[config.mk]
export PLATFORM = sky130hd
export DESIGN_NAME = pluse_timer_flat
export DESIGN_NICKNAME = d
export VERILOG_FILES = /design/src/rtl/pluse_timer_pkg.sv /design/src/rtl/pluse_timer_if.sv /design/src/rtl/pluse_timer_tick_gen.sv /design/src/rtl/pluse_timer.sv /design/src/flat_wrapper.sv
export SDC_FILE = /design/constraint.sdc
export NUM_CORES = 1
export LEC_CHECK = 0
export CORE_AREA = 2 2 55 83
export CTS_CLUSTER_SIZE = 28
export DETAILED_ROUTE_END_ITERATION = 6
export DIE_AREA = 0 0 57 85
export PLACE_DENSITY_LB_ADDON = 0.15
export SLEW_MARGIN = 5
export SYNTH_ARGS = -nofsm -noshare
export SYNTH_HDL_FRONTEND = slang
export SYNTH_SLANG_ARGS = --single-unit
[constraint.sdc]
create_clock -name clk_sys -period 5.81 [get_ports clk_sys]
set_clock_uncertainty 0.1 [all_clocks]
set_input_delay 1.162 -clock clk_sys [delete_from_list [all_inputs] [get_ports clk_sys]]
set_output_delay 1.162 -clock clk_sys [all_outputs]
set_load 0.005 [all_outputs]
[src/rtl/pluse_timer_pkg.sv]
// Shared definitions for the segment timer and its sequencer: state encoding
// and the default widths/timing constants both sides agree on.
package pluse_timer_pkg;

    localparam int unsigned CW_DEF     = 20;
    localparam int unsigned DIV_DEF    = 50;
    localparam int unsigned SETTLE_DEF = 2;

    typedef enum logic [4:0] {
        ST_IDLE   = 5'b00001,
        ST_SETTLE = 5'b00010,
        ST_COUNT  = 5'b00100,
        ST_FIRE   = 5'b01000,
        ST_DONE   = 5'b10000
    } state_e;

    // Counter width able to hold 0..n-1, never narrower than one bit.
    function automatic int unsigned cnt_width(input int unsigned n);
        return (n > 1) ? $clog2(n) : 1;
    endfunction

endpackage

[src/rtl/pluse_timer_if.sv]
// Sequencer <-> segment timer link: control and timecount in, advance strobe
// and status out.
interface pluse_timer_if
    import pluse_timer_pkg::*;
#(
    parameter int unsigned CW = CW_DEF
);
    logic          start;
    logic          abort;
    logic [CW-1:0] timecount;
    logic          state_over_n;
    logic          clken_p;
    logic          busy;
    logic          done;
    logic [CW-1:0] cnt_cur;

    modport master (
        output start, abort, timecount, state_over_n,
        input  clken_p, busy, done, cnt_cur
    );

    modport slave (
        input  start, abort, timecount, state_over_n,
        output clken_p, busy, done, cnt_cur
    );
endinterface

[src/rtl/pluse_timer_tick_gen.sv]
// Time-unit prescaler: counts 0..DIV-1 and flags the last cycle of each unit.
module tick_gen
    import pluse_timer_pkg::*;
#(
    parameter int unsigned DIV = DIV_DEF
)(
    input  logic clk_i,
    input  logic rst_i,
    input  logic clr_i,
    input  logic en_i,
    output logic tick_o
);
    localparam int unsigned PW = cnt_width(DIV);

    logic [PW-1:0] presc_q;
    logic [PW-1:0] presc_d;
    logic          wrap;

    assign wrap   = (presc_q == PW'(DIV - 1));
    assign tick_o = en_i && !clr_i && wrap;

    always_comb begin
        presc_d = presc_q;
        if (clr_i) begin
            presc_d = '0;
        end else if (en_i) begin
            presc_d = wrap ? '0 : presc_q + PW'(1);
        end
    end

    always_ff @(posedge clk_i) begin
        if (rst_i) begin
            presc_q <= '0;
        end else begin
            presc_q <= presc_d;
        end
    end
endmodule

[src/rtl/pluse_timer.sv]
// Segment timer: loads the sequencer's timecount, counts it down in prescaled
// units and returns a one-cycle clken_p strobe per segment.
module pluse_timer
    import pluse_timer_pkg::*;
#(
    parameter int unsigned CW         = CW_DEF,
    parameter int unsigned DIV        = DIV_DEF,
    parameter int unsigned SETTLE_CYC = SETTLE_DEF
)(
    input logic        clk_sys,
    input logic        rst,
    pluse_timer_if.slave bus
);
    localparam int unsigned SW = cnt_width(SETTLE_CYC);

    state_e        state_q, state_d;
    logic [SW-1:0] settle_q, settle_d;
    logic [CW-1:0] cnt_q, cnt_d;
    logic          last_q, last_d;
    logic          clken_q, busy_q, done_q;
    logic          tick;

    // Prescaler is held cleared outside COUNT, so every segment starts at 0.
    tick_gen #(.DIV(DIV)) u_tick (
        .clk_i  (clk_sys),
        .rst_i  (rst),
        .clr_i  (state_q != ST_COUNT),
        .en_i   (1'b1),
        .tick_o (tick)
    );

    always_comb begin
        state_d  = state_q;
        settle_d = settle_q;
        cnt_d    = cnt_q;
        last_d   = last_q;
        case (state_q)
            ST_IDLE: begin
                if (bus.start) begin
                    state_d  = ST_SETTLE;
                    settle_d = '0;
                end
            end
            ST_SETTLE: begin
                if (settle_q == SW'(SETTLE_CYC - 1)) begin
                    cnt_d   = (bus.timecount == '0) ? CW'(1) : bus.timecount;
                    last_d  = ~bus.state_over_n;
                    state_d = ST_COUNT;
                end else begin
                    settle_d = settle_q + SW'(1);
                end
            end
            ST_COUNT: begin
                if (tick) begin
                    if (cnt_q >= CW'(2)) begin
                        cnt_d = cnt_q - CW'(1);
                    end else begin
                        state_d = ST_FIRE;
                    end
                end
            end
            ST_FIRE: begin
                cnt_d    = '0;
                settle_d = '0;
                state_d  = last_q ? ST_DONE : ST_SETTLE;
            end
            ST_DONE: begin
                if (!bus.start) begin
                    state_d = ST_IDLE;
                end
            end
            default: state_d = ST_IDLE;
        endcase
        // Abort overrides everything, including a COUNT->FIRE on the same edge.
        if (bus.abort) begin
            state_d  = ST_IDLE;
            settle_d = '0;
            cnt_d    = '0;
            last_d   = 1'b0;
        end
    end

    always_ff @(posedge clk_sys) begin
        if (rst) begin
            state_q  <= ST_IDLE;
            settle_q <= '0;
            cnt_q    <= '0;
            last_q   <= 1'b0;
            clken_q  <= 1'b0;
            busy_q   <= 1'b0;
            done_q   <= 1'b0;
        end else begin
            state_q  <= state_d;
            settle_q <= settle_d;
            cnt_q    <= cnt_d;
            last_q   <= last_d;
            clken_q  <= (state_d == ST_FIRE);
            busy_q   <= (state_d == ST_SETTLE) || (state_d == ST_COUNT) || (state_d == ST_FIRE);
            done_q   <= (state_d == ST_DONE);
        end
    end

    assign bus.clken_p = clken_q;
    assign bus.busy    = busy_q;
    assign bus.done    = done_q;
    assign bus.cnt_cur = cnt_q;
endmodule

[src/flat_wrapper.sv]
// flat-port wrapper written by rule: the top's interface ports become plain ports
module pluse_timer_flat import pluse_timer_pkg::*;
#(
    parameter int unsigned CW         = CW_DEF,
    parameter int unsigned DIV        = DIV_DEF,
    parameter int unsigned SETTLE_CYC = SETTLE_DEF
)
  (clk_sys, rst, bus_start, bus_abort, bus_timecount, bus_state_over_n, bus_clken_p, bus_busy, bus_done, bus_cnt_cur);
  pluse_timer_if #(.CW(CW)) bus_i ();
  input logic clk_sys;
  input logic rst;
  input wire logic [$bits(bus_i.start)-1:0] bus_start;
  input wire logic [$bits(bus_i.abort)-1:0] bus_abort;
  input wire logic [$bits(bus_i.timecount)-1:0] bus_timecount;
  input wire logic [$bits(bus_i.state_over_n)-1:0] bus_state_over_n;
  output wire logic [$bits(bus_i.clken_p)-1:0] bus_clken_p;
  output wire logic [$bits(bus_i.busy)-1:0] bus_busy;
  output wire logic [$bits(bus_i.done)-1:0] bus_done;
  output wire logic [$bits(bus_i.cnt_cur)-1:0] bus_cnt_cur;
  assign bus_i.start = bus_start;
  assign bus_i.abort = bus_abort;
  assign bus_i.timecount = bus_timecount;
  assign bus_i.state_over_n = bus_state_over_n;
  assign bus_clken_p = bus_i.clken_p;
  assign bus_busy = bus_i.busy;
  assign bus_done = bus_i.done;
  assign bus_cnt_cur = bus_i.cnt_cur;
  pluse_timer #(.CW(CW), .DIV(DIV), .SETTLE_CYC(SETTLE_CYC)) u_core (.clk_sys(clk_sys), .rst(rst), .bus(bus_i));
endmodule
==> impl_metrics.env <==
export IMPL_final_setup_viol_count=0
export IMPL_synth_enable_flop_cells=0
export IMPL_worstHoldPathType="reg2reg"
export IMPL_tritoncts="built"
export IMPL_worst_setup_path_end_kind="flop"
export IMPL_setup_slack_ns=2.62
export IMPL_ctsHtreeMaxLevel=2
export IMPL_clock_pin_transition_on_the_worst_setup_and_hold_timing_paths_ns=0.07
export IMPL_critical_path_startpoint_type="flop"
export IMPL_die_height_um=85
export IMPL_intPower_uw=397
export IMPL_power_static_leakage_uw=0.000932
export IMPL_max_cap_violations=0
export IMPL_outcome="finished, final reports clean"
export IMPL_yosysWarningCount=0
export IMPL_wl_per_cell_um=18.8
export IMPL_port_buffers=47
export IMPL_initial_core_utilization=0.528
export IMPL_grt_start_max_net_pins=23
export IMPL_area_overhead_of_the_layout_relative_to_synthesis_pct=26.7
export IMPL_met1_track_usage_gr=0.327
export IMPL_maxSlewHeadroom=0.184
export IMPL_mostFrequentLayoutCells="47 x clkdlybuf4s50_1, 36 x dfxtp_1, 23 x nor2_1"
export IMPL_timing_critical_path_required_ns=5.92
export IMPL_yosys_register_bits=36
export IMPL_drt_wl_total_um=6470
export IMPL_gp_routability_congestion=0.906
export IMPL_numCtsBuffers=5
export IMPL_cts_resized=0
export IMPL_met2_track_demand_over_resource_in_global_routing=0.454
export IMPL_detailedPlacementHpwl_um=4520
export IMPL_fin_max_slew_vios=0
export IMPL_vdd_ir_drop_worst_v=0.000181
export IMPL_floorplan_die_area_um2=4850
export IMPL_mostFrequentLayoutCell="clkdlybuf4s50_1"
export IMPL_cts_root_to_sink_buffers=2
export IMPL_core_um2=4140
export IMPL_crit_path_cell_trace="nor4_1 > nand3_1 > nor4_4 > o311ai_0 > o31ai_2"
export IMPL_synth_area_per_cell_um2=8.60
export IMPL_setup_tns_ns=0
export IMPL_fmax_ghz=0.314
export IMPL_antenna_found_initial=0
export IMPL_synth_seq_area_share=0.330
export IMPL_setup_repair_after_global_routing_missed_its_margin="no"
export IMPL_share_clk_of_total_power=0.433
export IMPL_vias=2351
export IMPL_switching_share_of_power=0.219
export IMPL_diodes=0
export IMPL_grtUsageTotal=0.269
export IMPL_crit_path_max_fanout=18
export IMPL_fill_cells=363
export IMPL_drt_first_pass_iters=6
export IMPL_die_w_um=57
export IMPL_via_density_per_instance=6.83
export IMPL_power_density_nw_per_um2=184
export IMPL_report_final_hold_viol_count=0
export IMPL_ctsHoldBuffers=0
export IMPL_slowest_delay_ns=1.00
export IMPL_sequentialPowerShare=0.490
export IMPL_grt_pass1_wl_um=10400
export IMPL_grt_remaining_overflow=0
export IMPL_route_antenna_remaining_nets=0
export IMPL_pre_cts_ws_ns=2.53
export IMPL_top_level_ports=48
export IMPL_timing_worst_setup_path_type="reg2reg"
export IMPL_fin_crit_ns=3.19
export IMPL_power_share_combinational=0.078
export IMPL_detail_route_iter0_violations=143
export IMPL_post_cts_setup_driven_buffer_insertion_count=0
export IMPL_switching_power_uw=112
export IMPL_syn_num_nets=283
export IMPL_synthesis_area_um2=2180
export IMPL_gr_max_usage_layer="met2"
export IMPL_post_detailed_route_drc_marker_count=0
export IMPL_worstMarginPinSlew_ns=1.22
export IMPL_post_synth_inst_count=254
export IMPL_clockRootBuffer="clkbuf_8"
export IMPL_worstSkewPairLatency_ns=0.29
export IMPL_final_min_period_over_clock_period=0.548
export IMPL_critPathSlowestCell="nor4_1"
export IMPL_layout_drive_gt1_share=0.0906
export IMPL_fin_nets=326
export IMPL_grt_util_met3=0.0427
export IMPL_floorplan_rows=29
export IMPL_postSynth_topFlopCell="dfxtp_1"
export IMPL_via_count_of_the_first_global_routing_pass=2227
export IMPL_async_reset_ff_frac=0
export IMPL_synth_cell_type_count=54
export IMPL_cts_sink_count=36
export IMPL_worst_ep_arrival_time_ns=3.30
==> per-layer routing <==
layer,wire length [µm],share of wire
met5,0,0
met4,265,0.041
met3,474,0.073
met2,3170,0.49
met1,2570,0.40
==> cells by family (layout without fill, tap and decap cells) <==
family,after synthesis,after routing,synth area share
AOI/OAI and AO/OA,86,86,0.297
buffers and inverters,22,66,0.0533
and+or+nand+nor,99,99,0.269
DFF,36,36,0.330
adders and majority gates,4,4,0.0229
xor gates and xnor gates,7,7,0.0281
==> sequential cells by signal, indices dropped and copies added, names as in the netlist <==
name / flops
u_core.settle_q: 1
u_core.bus.done: 1
u_core.bus.clken_p: 1
u_core.u_tick.presc_q: 6
u_core.state_q: 5
u_core.bus.cnt_cur: 20
u_core.bus.busy: 1
u_core.last_q: 1
==> Yosys cell counts (3+ instances only) <==
library cell	instances	share of area
nor3b_1	4	0.014
inv_1	6	0.010
nor4_1	11	0.032
and2_1	3	0.0086
a22oi_1	5	0.017
o31a_1	4	0.016
dfxtp_1	36	0.33
o21ai_0	11	0.025
o31ai_1	12	0.041
nor3_1	13	0.030
a31oi_1	3	0.0086
a32oi_1	6	0.024
buf_2	3	0.0069
nor2_1	23	0.040
nand3b_1	3	0.010
clkbuf_1	9	0.015
xor2_1	3	0.012
nand4_1	4	0.011
ha_1	4	0.023
or3_1	3	0.0086
o311ai_0	13	0.052
nand3_1	8	0.018
nand2_1	8	0.014
xnor2_1	4	0.016
a21oi_1	15	0.034
==> final cells by class <==
class	count	area (µm²)	area share
clock buffer	6	72.6	0.0262
clock inverter	2	35.0	0.0127
sequential	36	721	0.260
multi-input combinational	196	1350	0.488
inverter	6	22.5	0.00813
tap	46	57.6	0.0208
timing repair buffer	52	508	0.183
==> worst paths after layout <==
path                                  from                  endpoint  slack (ns)  cells after the start
setup / recovery     u_core.bus.cnt_cur[4]     u_core.bus.cnt_cur[2]        2.62                      5
hold / removal    u_core.u_tick.presc_q[0]  u_core.u_tick.presc_q[0]        0.37                      1
setup reg to reg     u_core.bus.cnt_cur[4]     u_core.bus.cnt_cur[2]        2.62                      5
hold reg to reg   u_core.u_tick.presc_q[0]  u_core.u_tick.presc_q[0]        0.37                      1
==> metrics by stage <==
stage / power (µW) / utilization / area, µm² / cells / hold slack (ns)
after global routing: 522 / 0.669 / 2770 / 344 / 0.395
after detailed placement: 293 / 0.643 / 2660 / 336 / 0.353
final: 508 / 0.669 / 2770 / 344 / 0.371
after floorplan: 269 / - / 2180 / 254 / 0.334
after CTS: 509 / 0.669 / 2770 / 344 / 0.370
after global placement: 293 / 0.643 / 2660 / 336 / 0.350
==> power groups by stage <==
stage / combinational (µW) / clock [µW] / sequential [µW]
floorplan: 15.1 / 0 / 254
finish: 39.4 / 220 / 249
CTS: 38.7 / 222 / 249
global route: 41.8 / 231 / 249
detailed placement: 38.5 / 0 / 255
global placement: 38.3 / 0 / 255
==> critical path: cells and delay by family, from the launching register on <==
kind / cells / cell delay, ns
AOI/OAI and AO/OA: 2 / 0.42
DFF: 1 / 0.38
and+or+nand+nor: 3 / 2.21
Power figures use the tool's default switching activity.
